[src/rtl/uart_rx_fsm_if.sv]
// Signal bundle between the UART receive frame controller and its
// sampler, deserializer and start/parity/stop check units.
interface uart_rx_fsm_if #(
    parameter int PRESCALE_W = 6
);
    logic                  RX_IN;
    logic                  PAR_EN;
    logic [PRESCALE_W-1:0] Prescale;
    logic                  sampled_bit;
    logic                  strt_glitch;
    logic                  par_err;
    logic                  stp_err;

    logic [PRESCALE_W-1:0] edge_cnt;
    logic [3:0]            bit_cnt;
    logic                  dat_samp_en;
    logic                  deser_en;
    logic                  strt_chk_en;
    logic                  par_chk_en;
    logic                  stp_chk_en;
    logic                  data_valid;

    // The frame controller owns the counters and strobes.
    modport master (
        input  RX_IN, PAR_EN, Prescale, sampled_bit,
        input  strt_glitch, par_err, stp_err,
        output edge_cnt, bit_cnt, dat_samp_en, deser_en,
        output strt_chk_en, par_chk_en, stp_chk_en, data_valid
    );

    modport slave (
        output RX_IN, PAR_EN, Prescale, sampled_bit,
        output strt_glitch, par_err, stp_err,
        input  edge_cnt, bit_cnt, dat_samp_en, deser_en,
        input  strt_chk_en, par_chk_en, stp_chk_en, data_valid
    );
endinterface

[src/rtl/uart_rx_fsm.sv]
// UART receive frame controller: start detection, oversample/bit counting,
// check-unit strobes and frame qualification.
//
//   state  | meaning
//   IDLE   | line idle, counters held at 0, waiting for RX_IN low
//   START  | start bit; strt_chk_en at CHK, glitch aborts to IDLE
//   DATA   | data bits 1..DATA_BITS; deser_en at CHK of each bit
//   PARITY | parity bit (only when latched PAR_EN); par_chk_en at CHK
//   STOP   | stop bit; stp_chk_en at CHK, data_valid at LAST if no error
module uart_rx_fsm #(
    parameter int DATA_BITS  = 8,
    parameter int PRESCALE_W = 6
) (
    input logic          CLK,
    input logic          RST,
    uart_rx_fsm_if.master bus
);

    localparam logic [2:0] IDLE   = 3'd0;
    localparam logic [2:0] START  = 3'd1;
    localparam logic [2:0] DATA   = 3'd2;
    localparam logic [2:0] PARITY = 3'd3;
    localparam logic [2:0] STOP   = 3'd4;

    logic [2:0]            state, state_nx;
    logic [PRESCALE_W-1:0] edge_q, edge_nx;
    logic [3:0]            bit_q, bit_nx;
    logic [PRESCALE_W-1:0] ps_q, ps_nx, ps_dec;
    logic                  pe_q, pe_nx;
    logic                  err_q, err_nx;
    logic                  samp_q;

    logic [PRESCALE_W-1:0] last_edge;
    logic [PRESCALE_W-1:0] chk_edge;
    logic                  at_last;
    logic                  at_chk;

    // Only 16 and 32 are honoured; anything else falls back to 8x.
    always_comb begin
        ps_dec = PRESCALE_W'(8);
        if (bus.Prescale == PRESCALE_W'(16))
            ps_dec = PRESCALE_W'(16);
        else if (bus.Prescale == PRESCALE_W'(32))
            ps_dec = PRESCALE_W'(32);
    end

    assign last_edge = ps_q - PRESCALE_W'(1);
    assign chk_edge  = (ps_q >> 1) + PRESCALE_W'(2);
    assign at_last   = (edge_q == last_edge);
    assign at_chk    = (edge_q == chk_edge);

    always_comb begin
        state_nx = state;
        edge_nx  = edge_q;
        bit_nx   = bit_q;
        ps_nx    = ps_q;
        pe_nx    = pe_q;
        err_nx   = err_q;

        if (state != IDLE) begin
            if (at_last) begin
                edge_nx = '0;
                bit_nx  = bit_q + 4'd1;
            end else begin
                edge_nx = edge_q + PRESCALE_W'(1);
            end
        end

        case (state)
            IDLE: begin
                edge_nx = '0;
                bit_nx  = '0;
                if (!bus.RX_IN) begin
                    state_nx = START;
                    ps_nx    = ps_dec;
                    pe_nx    = bus.PAR_EN;
                    err_nx   = 1'b0;
                end
            end
            START: begin
                if (at_chk && bus.strt_glitch) begin
                    state_nx = IDLE;
                    edge_nx  = '0;
                    bit_nx   = '0;
                end else if (at_last) begin
                    state_nx = DATA;
                end
            end
            DATA: begin
                if (at_last && (bit_q == 4'(DATA_BITS)))
                    state_nx = pe_q ? PARITY : STOP;
            end
            PARITY: begin
                if (at_chk)
                    err_nx = bus.par_err;
                if (at_last)
                    state_nx = STOP;
            end
            STOP: begin
                if (at_chk)
                    err_nx = err_q | bus.stp_err;
                if (at_last) begin
                    edge_nx = '0;
                    bit_nx  = '0;
                    // A low line on the last stop edge is the next start bit.
                    if (!bus.RX_IN) begin
                        state_nx = START;
                        ps_nx    = ps_dec;
                        pe_nx    = bus.PAR_EN;
                        err_nx   = 1'b0;
                    end else begin
                        state_nx = IDLE;
                    end
                end
            end
            default: begin
                state_nx = IDLE;
                edge_nx  = '0;
                bit_nx   = '0;
            end
        endcase
    end

    always_ff @(posedge CLK or negedge RST) begin
        if (!RST) begin
            state  <= IDLE;
            edge_q <= '0;
            bit_q  <= '0;
            ps_q   <= '0;
            pe_q   <= 1'b0;
            err_q  <= 1'b0;
            samp_q <= 1'b0;
        end else begin
            state  <= state_nx;
            edge_q <= edge_nx;
            bit_q  <= bit_nx;
            ps_q   <= ps_nx;
            pe_q   <= pe_nx;
            err_q  <= err_nx;
            samp_q <= (state_nx != IDLE);
        end
    end

    assign bus.edge_cnt    = edge_q;
    assign bus.bit_cnt     = bit_q;
    assign bus.dat_samp_en = samp_q;
    assign bus.strt_chk_en = (state == START)  && at_chk;
    assign bus.deser_en    = (state == DATA)   && at_chk;
    assign bus.par_chk_en  = (state == PARITY) && at_chk;
    assign bus.stp_chk_en  = (state == STOP)   && at_chk;
    assign bus.data_valid  = (state == STOP) && at_last &&
                             !(err_q || (at_chk && bus.stp_err));

endmodule

[src/flat_wrapper.sv]
// flat-port wrapper written by rule: the top's interface ports become plain ports
module uart_rx_fsm_flat 
#(
    parameter int DATA_BITS  = 8,
    parameter int PRESCALE_W = 6
)
  (CLK, RST, bus_RX_IN, bus_PAR_EN, bus_Prescale, bus_sampled_bit, bus_strt_glitch, bus_par_err, bus_stp_err, bus_edge_cnt, bus_bit_cnt, bus_dat_samp_en, bus_deser_en, bus_strt_chk_en, bus_par_chk_en, bus_stp_chk_en, bus_data_valid);
  uart_rx_fsm_if #(.PRESCALE_W(PRESCALE_W)) bus_i ();
  input logic CLK;
  input logic RST;
  input wire logic [$bits(bus_i.RX_IN)-1:0] bus_RX_IN;
  input wire logic [$bits(bus_i.PAR_EN)-1:0] bus_PAR_EN;
  input wire logic [$bits(bus_i.Prescale)-1:0] bus_Prescale;
  input wire logic [$bits(bus_i.sampled_bit)-1:0] bus_sampled_bit;
  input wire logic [$bits(bus_i.strt_glitch)-1:0] bus_strt_glitch;
  input wire logic [$bits(bus_i.par_err)-1:0] bus_par_err;
  input wire logic [$bits(bus_i.stp_err)-1:0] bus_stp_err;
  output wire logic [$bits(bus_i.edge_cnt)-1:0] bus_edge_cnt;
  output wire logic [$bits(bus_i.bit_cnt)-1:0] bus_bit_cnt;
  output wire logic [$bits(bus_i.dat_samp_en)-1:0] bus_dat_samp_en;
  output wire logic [$bits(bus_i.deser_en)-1:0] bus_deser_en;
  output wire logic [$bits(bus_i.strt_chk_en)-1:0] bus_strt_chk_en;
  output wire logic [$bits(bus_i.par_chk_en)-1:0] bus_par_chk_en;
  output wire logic [$bits(bus_i.stp_chk_en)-1:0] bus_stp_chk_en;
  output wire logic [$bits(bus_i.data_valid)-1:0] bus_data_valid;
  assign bus_i.RX_IN = bus_RX_IN;
  assign bus_i.PAR_EN = bus_PAR_EN;
  assign bus_i.Prescale = bus_Prescale;
  assign bus_i.sampled_bit = bus_sampled_bit;
  assign bus_i.strt_glitch = bus_strt_glitch;
  assign bus_i.par_err = bus_par_err;
  assign bus_i.stp_err = bus_stp_err;
  assign bus_edge_cnt = bus_i.edge_cnt;
  assign bus_bit_cnt = bus_i.bit_cnt;
  assign bus_dat_samp_en = bus_i.dat_samp_en;
  assign bus_deser_en = bus_i.deser_en;
  assign bus_strt_chk_en = bus_i.strt_chk_en;
  assign bus_par_chk_en = bus_i.par_chk_en;
  assign bus_stp_chk_en = bus_i.stp_chk_en;
  assign bus_data_valid = bus_i.data_valid;
  uart_rx_fsm #(.DATA_BITS(DATA_BITS), .PRESCALE_W(PRESCALE_W)) u_core (.CLK(CLK), .RST(RST), .bus(bus_i));
endmodule
[config.mk]
export PLATFORM = sky130hd
export DESIGN_NAME = uart_rx_fsm_flat
export DESIGN_NICKNAME = d
export VERILOG_FILES = /design/src/rtl/uart_rx_fsm_if.sv /design/src/rtl/uart_rx_fsm.sv /design/src/flat_wrapper.sv
export SDC_FILE = /design/constraint.sdc
export NUM_CORES = 1
export LEC_CHECK = 0
export BUFFER_PORTS_ARGS = -buffer_cell sky130_fd_sc_hd__buf_4
export CAP_MARGIN = 10
export CORE_MARGIN = 4
export CORE_UTILIZATION = 30
export DETAILED_ROUTE_END_ITERATION = 10
export MAX_ROUTING_LAYER = met4
export PLACE_DENSITY_LB_ADDON = 0.08
export RECOVER_POWER = 100
export SLEW_MARGIN = 20
export SYNTH_ARGS = -nofsm -noshare
export SYNTH_HDL_FRONTEND = slang
export SYNTH_SLANG_ARGS = --single-unit
[constraint.sdc]
create_clock -name CLK -period 2.9 [get_ports CLK]
set_clock_uncertainty 0.05 [all_clocks]
set_input_delay 0.29 -clock CLK [delete_from_list [all_inputs] [get_ports CLK]]
set_output_delay 0.29 -clock CLK [all_outputs]
set_load 0.1 [all_outputs]
==> summary.json, run 1 <==
{
  "worst_setup_path_startpoint": "u_core.bus.edge_cnt[3]$_DFF_PN0_",
  "slew_headroom": 0.226,
  "start_kind": "register",
  "count_of_hold_buffers_inserted_by_post_cts_repair": 1,
  "multi_input_area_sq_um": 689,
  "finalCoreUtilization": 0.395,
  "number_of_buffers_created_by_cts": 3,
  "netlist_top_cells_count": "dfrtp_1 (19), nor2_1 (15), inv_1 (14)",
  "htreeDepth": 1,
  "routed_vias_inst": 5.15,
  "leakage_nw": 0.652,
  "grt_first_pass_wirelength_microns": 5020,
  "critPathBufInv": 1,
  "slew_violations": 0,
  "synth_top_area_share": 0.388,
  "antenna-diode-count": 0,
  "critPathRequiredTime_ps": 2560,
  "syn_inst": 128,
  "dp_cells": 200,
  "antenna_found_initial": 0,
  "n_fill_cell": 406,
  "totalNegativeSetupSlack_ps": 0,
  "path_depth": 4,
  "synthesized_cell_area_sq_um": 1230,
  "post-route-drc-count": 0,
  "critPathMaxFanout": 10,
  "pwr_density_cell_nw_per_um2": 1080,
  "routedWlPerCell_microns": 14.2,
  "crit_type": "register to output port",
  "post_route_cells_drive_above_1_share": 0.236,
  "portBuffers": 28,
  "tritoncts_num_sinks": 19,
  "clkLatencyLatePin_ps": 250,
  "instances_no_fill": 205,
  "place_hpwl_microns": 2260,
  "synth.area.top_cells": "dfrtp_1 (39%), ha_1 (6.1%), nor2_1 (4.6%)",
  "initialDrtViolationCount": 51,
  "slowest_stage": "nor4_4",
  "wire_length_after_detailed_routing_microns": 2910,
  "ys_warn_count": 0,
  "reg2reg_setup_slack_ps": 550,
  "number_of_cell_instances_on_the_worst_register_to_register_path": 5,
  "synth_edf_count": 0,
  "fp.dieArea_sq_um": 5170,
  "synth_flop_cell": "dfrtp_1",
  "setup_failing_eps_final": 0,
  "timing.fmax_mhz": 393,
  "total_iterations_of_the_first_detailed_routing_run": 4,
  "holdCritPathClass": "primary input to register",
  "grt_start_max_net_pins": 20,
  "row_count": 22,
  "cts_tree": "built",
  "run_status": "completed",
  "die_h_microns": 71.9,
  "synth_fp_nets": 148,
  "synth.avg_cell_area_sq_um": 9.58,
  "worstPathArrival_ps": 2210,
  "initial_utilization": 0.323,
  "root_buf_cell": "clkbuf_8",
  "vdd_ir_drop_max_v": 0.000422,
  "synth-seq-cells": 19,
  "vias": 1056,
  "transition_at_the_pin_with_the_smallest_max_transition_slack_ps": 1170,
  "cap_violations": 0,
  "critical_path.reg2reg.startpoint": "u_core.bus.edge_cnt[3]$_DFF_PN0_",
  "regArea_sq_um": 483,
  "worstHoldPathCells": 2,
  "core_area_sq_um": 3800,
  "io_pins": 30,
  "cp_cell_sequence": "xor2_2 -> nor4_4 -> nor3b_4 -> clkbuf_2",
  "detail-route-antenna-nets": 0,
  "final.period_utilization": 0.878,
  "max-clock-path-buffers": 2,
  "ys_seq_area_frac": 0.388,
  "synth.distinct_cells": 47,
  "routabilityCongestion": 0.837,
  "unrepaired_setup_endpoints_after_global_routing": "no",
  "netlist.top_cell.by_area": "dfrtp_1",
  "hold_violations": 0,
  "first_global_vias": 1038,
  "clkTransAtPathRegs_ps": 70,
  "grt-ovfl-total": 0,
  "slowest_delay_ps": 550,
  "worst_path_dominant_cell_family": "simple AND/OR/NAND/NOR gates",
  "all_layer_global_routing_usage": 0.126,
  "ys_async_sr_fraction": 1.00,
  "final_critical_path_time_including_i_o_delays_and_setup_ps": 2550,
  "timing.hold.worst.start": "bus_Prescale[4]",
  "post_cts.resized_instances": 0,
  "critPathCaptureType": "output port",
  "finalNetCount": 178,
  "synthMostInstantiatedCell": "dfrtp_1",
  "dieWidth_microns": 71.9,
  "syn2layout_area_growth_pct": 22.2,
  "post_cts.repair.setup_buffers": 0
}
## through the flow
stage | power (mW) | worst slack, ps | cell area (sq um) | hold WS [ps]
detailed placement | 1.50 | 591 | 1510 | 136
floorplan | 1.27 | 211 | 1260 | -55.6
global placement | 1.49 | 654 | 1510 | 133
finish | 1.62 | 354 | 1500 | 188
CTS | 1.70 | 475 | 1560 | 179
global route | 1.73 | 177 | 1500 | 192
## final cells by class
class	count	area share
multi-input combinational	90	0.460
sequential	19	0.322
timing repair buffer	30	0.113
tap	48	0.0401
inverter	14	0.0351
clock buffer	4	0.0301
## registers in the layout, indices dropped and copies added (netlist names)
signal / cells
u_core.ps_q: 3
u_core.bus.dat_samp_en: 1
u_core.err_q: 1
u_core.pe_q: 1
u_core.bus.bit_cnt: 4
u_core.bus.edge_cnt: 6
u_core.state: 3
## power by group
group | internal, mW | total, mW | leakage, nW | switching, mW
Clock | 0.0976 | 0.183 | 0.0228 | 0.0851
Combinational | 0.232 | 0.954 | 0.408 | 0.723
Sequential | 0.359 | 0.479 | 0.221 | 0.119
Total | 0.689 | 1.62 | 0.652 | 0.927
## cells by family after synthesis
group	count (synthesis)	share of synthesized area
compound gates	25	0.156
mux	2	0.0184
xor+xnor	11	0.0959
buf+inv	19	0.0653
fa+ha+maj	6	0.0612
simple gates	46	0.215
flops	19	0.388
## routing by layer
layer	GRT usage	routed length, microns	up-vias
met5	-	0	-
met4	0.0376	38	0
met3	0.0360	152	4
met2	0.198	1420	25
met1	0.158	1300	514
li1	-	-	513
## cell usage in the layout (no fill, tap or decap), drive strengths merged, types with 2 or more instances in the layout
master and count:
a211o 2, a21oi 6, a31oi 2, and2 3, and3 3, buf 12
clkbuf 21, dfrtp 19, ha 6, inv 14, mux2 2, nand2 5
nand2b 2, nand3 3, nand4 3, nor2 15, nor3 2, nor3b 2
nor4 2, o21ai 3, o41ai 2, or3 2, xnor2 3, xor2 7
## worst paths after layout
kind | to
setup / recovery | bus_strt_chk_en
hold reg to reg | u_core.bus.edge_cnt[0]$_DFF_PN0_
max in group asynchronous | u_core.bus.edge_cnt[2]$_DFF_PN0_
min in group asynchronous | u_core.bus.edge_cnt[3]$_DFF_PN0_
hold / removal | u_core.ps_q[5]$_DFFE_PN0P_
setup reg to reg | u_core.bus.edge_cnt[5]$_DFF_PN0_
Power figures use the tool's default switching activity.
==> run 2: changes to the inputs <==
--- a/config.mk
+++ b/config.mk
@@ -5,13 +5,14 @@
 export SDC_FILE = /design/constraint.sdc
 export NUM_CORES = 1
 export LEC_CHECK = 0
+export ABC_CLOCK_PERIOD_IN_PS = 2900
 export BUFFER_PORTS_ARGS = -buffer_cell sky130_fd_sc_hd__buf_4
 export CAP_MARGIN = 10
 export CORE_MARGIN = 4
 export CORE_UTILIZATION = 30
 export DETAILED_ROUTE_END_ITERATION = 10
 export MAX_ROUTING_LAYER = met4
-export PLACE_DENSITY_LB_ADDON = 0.08
+export PLACE_DENSITY = 0.49
 export RECOVER_POWER = 100
 export SLEW_MARGIN = 20
 export SYNTH_ARGS = -nofsm -noshare
==> run 2 against run 1 <==
Compared with the run above:
- non-clock buffer count unchanged
- sequential share of layout area decreased by 0.14 points
- design area increased by 0.17%
- sequential cell count unchanged
- maximum frequency about the same
- utilization increased by 0.066 points
- routed wire length increased by 3.3%
- global-route usage increased by 0.49 points
- setup slack got worse by 1.1 ps
- register-to-register slack improved by 80 ps
- die area unchanged
- sequential power about the same
- largest cell class unchanged
==> summary.json, run 2 (synthesis results as in run 1) <==
{
  "run_status": "completed",
  "final_critical_path_time_including_i_o_delays_and_setup": {"value": 2550, "unit": "ps", "change": "+1.09 ps"},
  "finalNetCount": {"value": 178, "change": "unchanged"},
  "pwr_density_cell": {"value": 1080, "unit": "nW/um^2", "change": "about the same"},
  "grt_first_pass_wirelength": {"value": 5180, "unit": "microns", "change": "+3.2%"},
  "max_ffs_per_register": {"value": 6, "change": "unchanged"},
  "htreeDepth": {"value": 1, "change": "unchanged"},
  "portBuffers": {"value": 28, "change": "unchanged"},
  "hold_violations": {"value": 0, "change": "unchanged"},
  "critPathMaxFanout": {"value": 14, "change": "+4"},
  "antenna-diode-count": {"value": 0, "change": "unchanged"},
  "vdd_ir_drop_max": {"value": 0.000424, "unit": "V", "change": "+0.38%"},
  "fin_area": {"value": 1500, "unit": "sq um", "change": "+0.17%"},
  "count_of_hold_buffers_inserted_by_post_cts_repair": {"value": 1, "change": "unchanged"},
  "dieWidth": {"value": 71.9, "unit": "microns", "change": "unchanged"},
  "first_global_vias": {"value": 1080, "change": "+4.0%"},
  "wire_length_after_detailed_routing": {"value": 3010, "unit": "microns", "change": "+3.3%"},
  "finalWorstSetupSlack": {"value": 353, "unit": "ps", "change": "-1.09 ps"},
  "seq_power_share": {"value": 0.295, "change": "about the same"},
  "critical_path.reg2reg.startpoint": "u_core.ps_q[4]$_DFFE_PN0P_",
  "core_area": {"value": 3800, "unit": "sq um", "change": "unchanged"},
  "critPathCaptureType": "output port",
  "grt_start_max_net_pins": {"value": 20, "change": "unchanged"},
  "cap_violations": {"value": 0, "change": "unchanged"},
  "initialDrtViolationCount": {"value": 45, "change": "-12%"},
  "netSwitchingPower": {"value": 0.928, "unit": "mW", "change": "about the same"},
  "final_total_power": {"value": 1.62, "unit": "mW", "change": "+0.11%"},
  "routabilityCongestion": {"value": 0.804, "change": "-3.8%"},
  "row_count": {"value": 22, "change": "unchanged"},
  "antenna_found_initial": {"value": 0, "change": "unchanged"},
  "post_cts.repair.setup_buffers": {"value": 0, "change": "unchanged"},
  "unrepaired_setup_endpoints_after_global_routing": "no",
  "die_h": {"value": 71.9, "unit": "microns", "change": "unchanged"},
  "all_layer_global_routing_usage": {"value": 0.131, "change": "+0.00489"},
  "slew_violations": {"value": 0, "change": "unchanged"},
  "reg2reg_setup_slack": {"value": 630, "unit": "ps", "change": "+80 ps"},
  "post-route-drc-count": {"value": 0, "change": "unchanged"},
  "crit-reg2reg-capture": "u_core.bus.bit_cnt[3]$_DFF_PN0_",
  "max-clock-path-buffers": {"value": 2, "change": "unchanged"},
  "post_cts.resized_instances": {"value": 0, "change": "unchanged"},
  "root_buf_cell": "clkbuf_8",
  "crit_type": "register to output port",
  "io_pins": {"value": 30, "change": "unchanged"},
  "detail-route-antenna-nets": {"value": 0, "change": "unchanged"},
  "share_comb_of_total_power": {"value": 0.592, "change": "about the same"},
  "routed_vias_inst": {"value": 5.04, "change": "-2.2%"},
  "dp_cells": {"value": 200, "change": "unchanged"},
  "share_clk_of_total_power": {"value": 0.113, "change": "about the same"},
  "post_route_cells_drive_above_1_share": {"value": 0.236, "change": "unchanged"},
  "start_kind": "register",
  "final.period_utilization": {"value": 0.878, "change": "about the same"},
  "worstPathArrival": {"value": 2210, "unit": "ps", "change": "about the same"},
  "setup_failing_eps_final": {"value": 0, "change": "unchanged"},
  "slowest_stage": "clkbuf_2",
  "number_of_cell_instances_on_the_worst_register_to_register_path": {"value": 5, "change": "unchanged"},
  "place_hpwl": {"value": 2290, "unit": "microns", "change": "+1.4%"},
  "grt-ovfl-total": {"value": 0, "change": "unchanged"},
  "clkTransAtPathRegs": {"value": 70, "unit": "ps", "change": "about the same"},
  "slowest_delay": {"value": 480, "unit": "ps", "change": "-70 ps"},
  "intPower": {"value": 0.690, "unit": "mW", "change": "+0.16%"},
  "tritoncts_num_sinks": {"value": 19, "change": "unchanged"},
  "layout_common_cells": "nor2_1 (15), inv_1 (14), dfrtp_1 (14)",
  "total_iterations_of_the_first_detailed_routing_run": {"value": 4, "change": "unchanged"},
  "syn2layout_area_growth_pct": 22.4,
  "area_after_dpl": {"value": 1510, "unit": "sq um", "change": "unchanged"},
  "routedWlPerCell": {"value": 14.7, "unit": "microns", "change": "+3.3%"},
  "clkLatencyLatePin": {"value": 250, "unit": "ps", "change": "about the same"},
  "setup.worst_path.end": "bus_data_valid",
  "timing.fmax": {"value": 393, "unit": "MHz", "change": "about the same"},
  "initial_utilization": {"value": 0.323, "change": "unchanged"},
  "totalNegativeSetupSlack": {"value": 0, "unit": "ps", "change": "unchanged"},
  "number_of_buffers_created_by_cts": {"value": 3, "change": "unchanged"},
  "leakage": {"value": 0.656, "unit": "nW", "change": "+0.65%"},
  "slew_headroom": {"value": 0.224, "change": "-0.00173"},
  "dp_worst_setup_slack": {"value": 659, "unit": "ps", "change": "+67.4 ps"},
  "transition_at_the_pin_with_the_smallest_max_transition_slack": {"value": 1170, "unit": "ps", "change": "+2.61 ps"},
  "swShare": {"value": 0.574, "change": "about the same"},
  "worst_setup_path_startpoint": "u_core.ps_q[3]$_DFFE_PN0P_",
  "critPathRequiredTime": {"value": 2560, "unit": "ps", "change": "about the same"},
  "layout.cells.most_common": "nor2_1",
  "cts_tree": "built",
  "fp.dieArea": {"value": 5170, "unit": "sq um", "change": "unchanged"},
  "instances_no_fill": {"value": 205, "change": "unchanged"},
  "holdCritPathClass": "primary input to register",
  "cp_cell_sequence": "inv_1 -> ha_1 -> xor2_1 -> nand4_2 -> buf_4 -> nor3b_4 -> clkbuf_2",
  "vias": {"value": 1033, "change": "-2.2%"}
}
==> run 2: cell types whose count changed in the layout (fill, tap and decap cells not counted) <==
| cell | delta |
|---|---|
| buf_4 | +1 |
| dfrtp_2 | -1 |
| clkbuf_1 | -1 |
| dfrtp_1 | +1 |
==> run 2: power by group through the flow <==
stage | logic [mW] | registers (mW) | clock network, mW
floorplan | 0.431 | 0.842 | 0
global placement | 1.00 | 0.479 | 0
detailed placement | 1.02 | 0.483 | 0
CTS | 1.02 | 0.479 | 0.194
global route | 1.03 | 0.497 | 0.206
finish | 0.958 | 0.477 | 0.183
==> run 2: metal layers <==
metal / wire [microns] / share of wire / vias to the layer above / GRT usage
met5: 0 / 0 / - / -
met4: 21 / 0.0070 / 0 / 0.0271
met3: 136 / 0.045 / 2 / 0.0402
met2: 1490 / 0.50 / 19 / 0.207
met1: 1360 / 0.45 / 501 / 0.166
li1: - / - / 511 / -
==> run 2: how the worst min path moves through the flow <==
stage,start,endpoint,slack (ps),cells past startpoint
detailed placement,RST,u_core.bus.bit_cnt[3]$_DFF_PN0_,140,1
floorplan,RST,u_core.bus.bit_cnt[0]$_DFF_PN0_,-60,0
global route,bus_Prescale[4],u_core.ps_q[5]$_DFFE_PN0P_,190,2
CTS,bus_Prescale[4],u_core.ps_q[5]$_DFFE_PN0P_,180,2
finish,bus_Prescale[4],u_core.ps_q[5]$_DFFE_PN0P_,190,2
global placement,RST,u_core.bus.bit_cnt[1]$_DFF_PN0_,140,1
==> run 2: metrics by stage <==
stage / util / hold slack, ps
3_5_place_dp: 0.397 / 137
6_report: 0.395 / 190
3_3_place_gp: 0.397 / 140
5_1_grt: 0.395 / 186
2_1_floorplan: - / -55.6
4_1_cts: 0.411 / 184
==> run 2: critical path: cells and delay by family (launching register included) <==
kind / cells / cell delay, ps
adder cells (fa/ha/maj): 1 / 300
buffers and inverters: 3 / 770
AND/OR/NAND/NOR: 2 / 290
XOR/XNOR: 1 / 180
flip-flops: 1 / 410
==> run 2: layout make-up <==
cell class                 count  area [sq um]
clock buffer                   4          45.0
fill                         416          2300
inverter                      14          52.6
multi-input combinational     90           689
sequential                    19           482
tap                           48          60.1
timing repair buffer          30           173
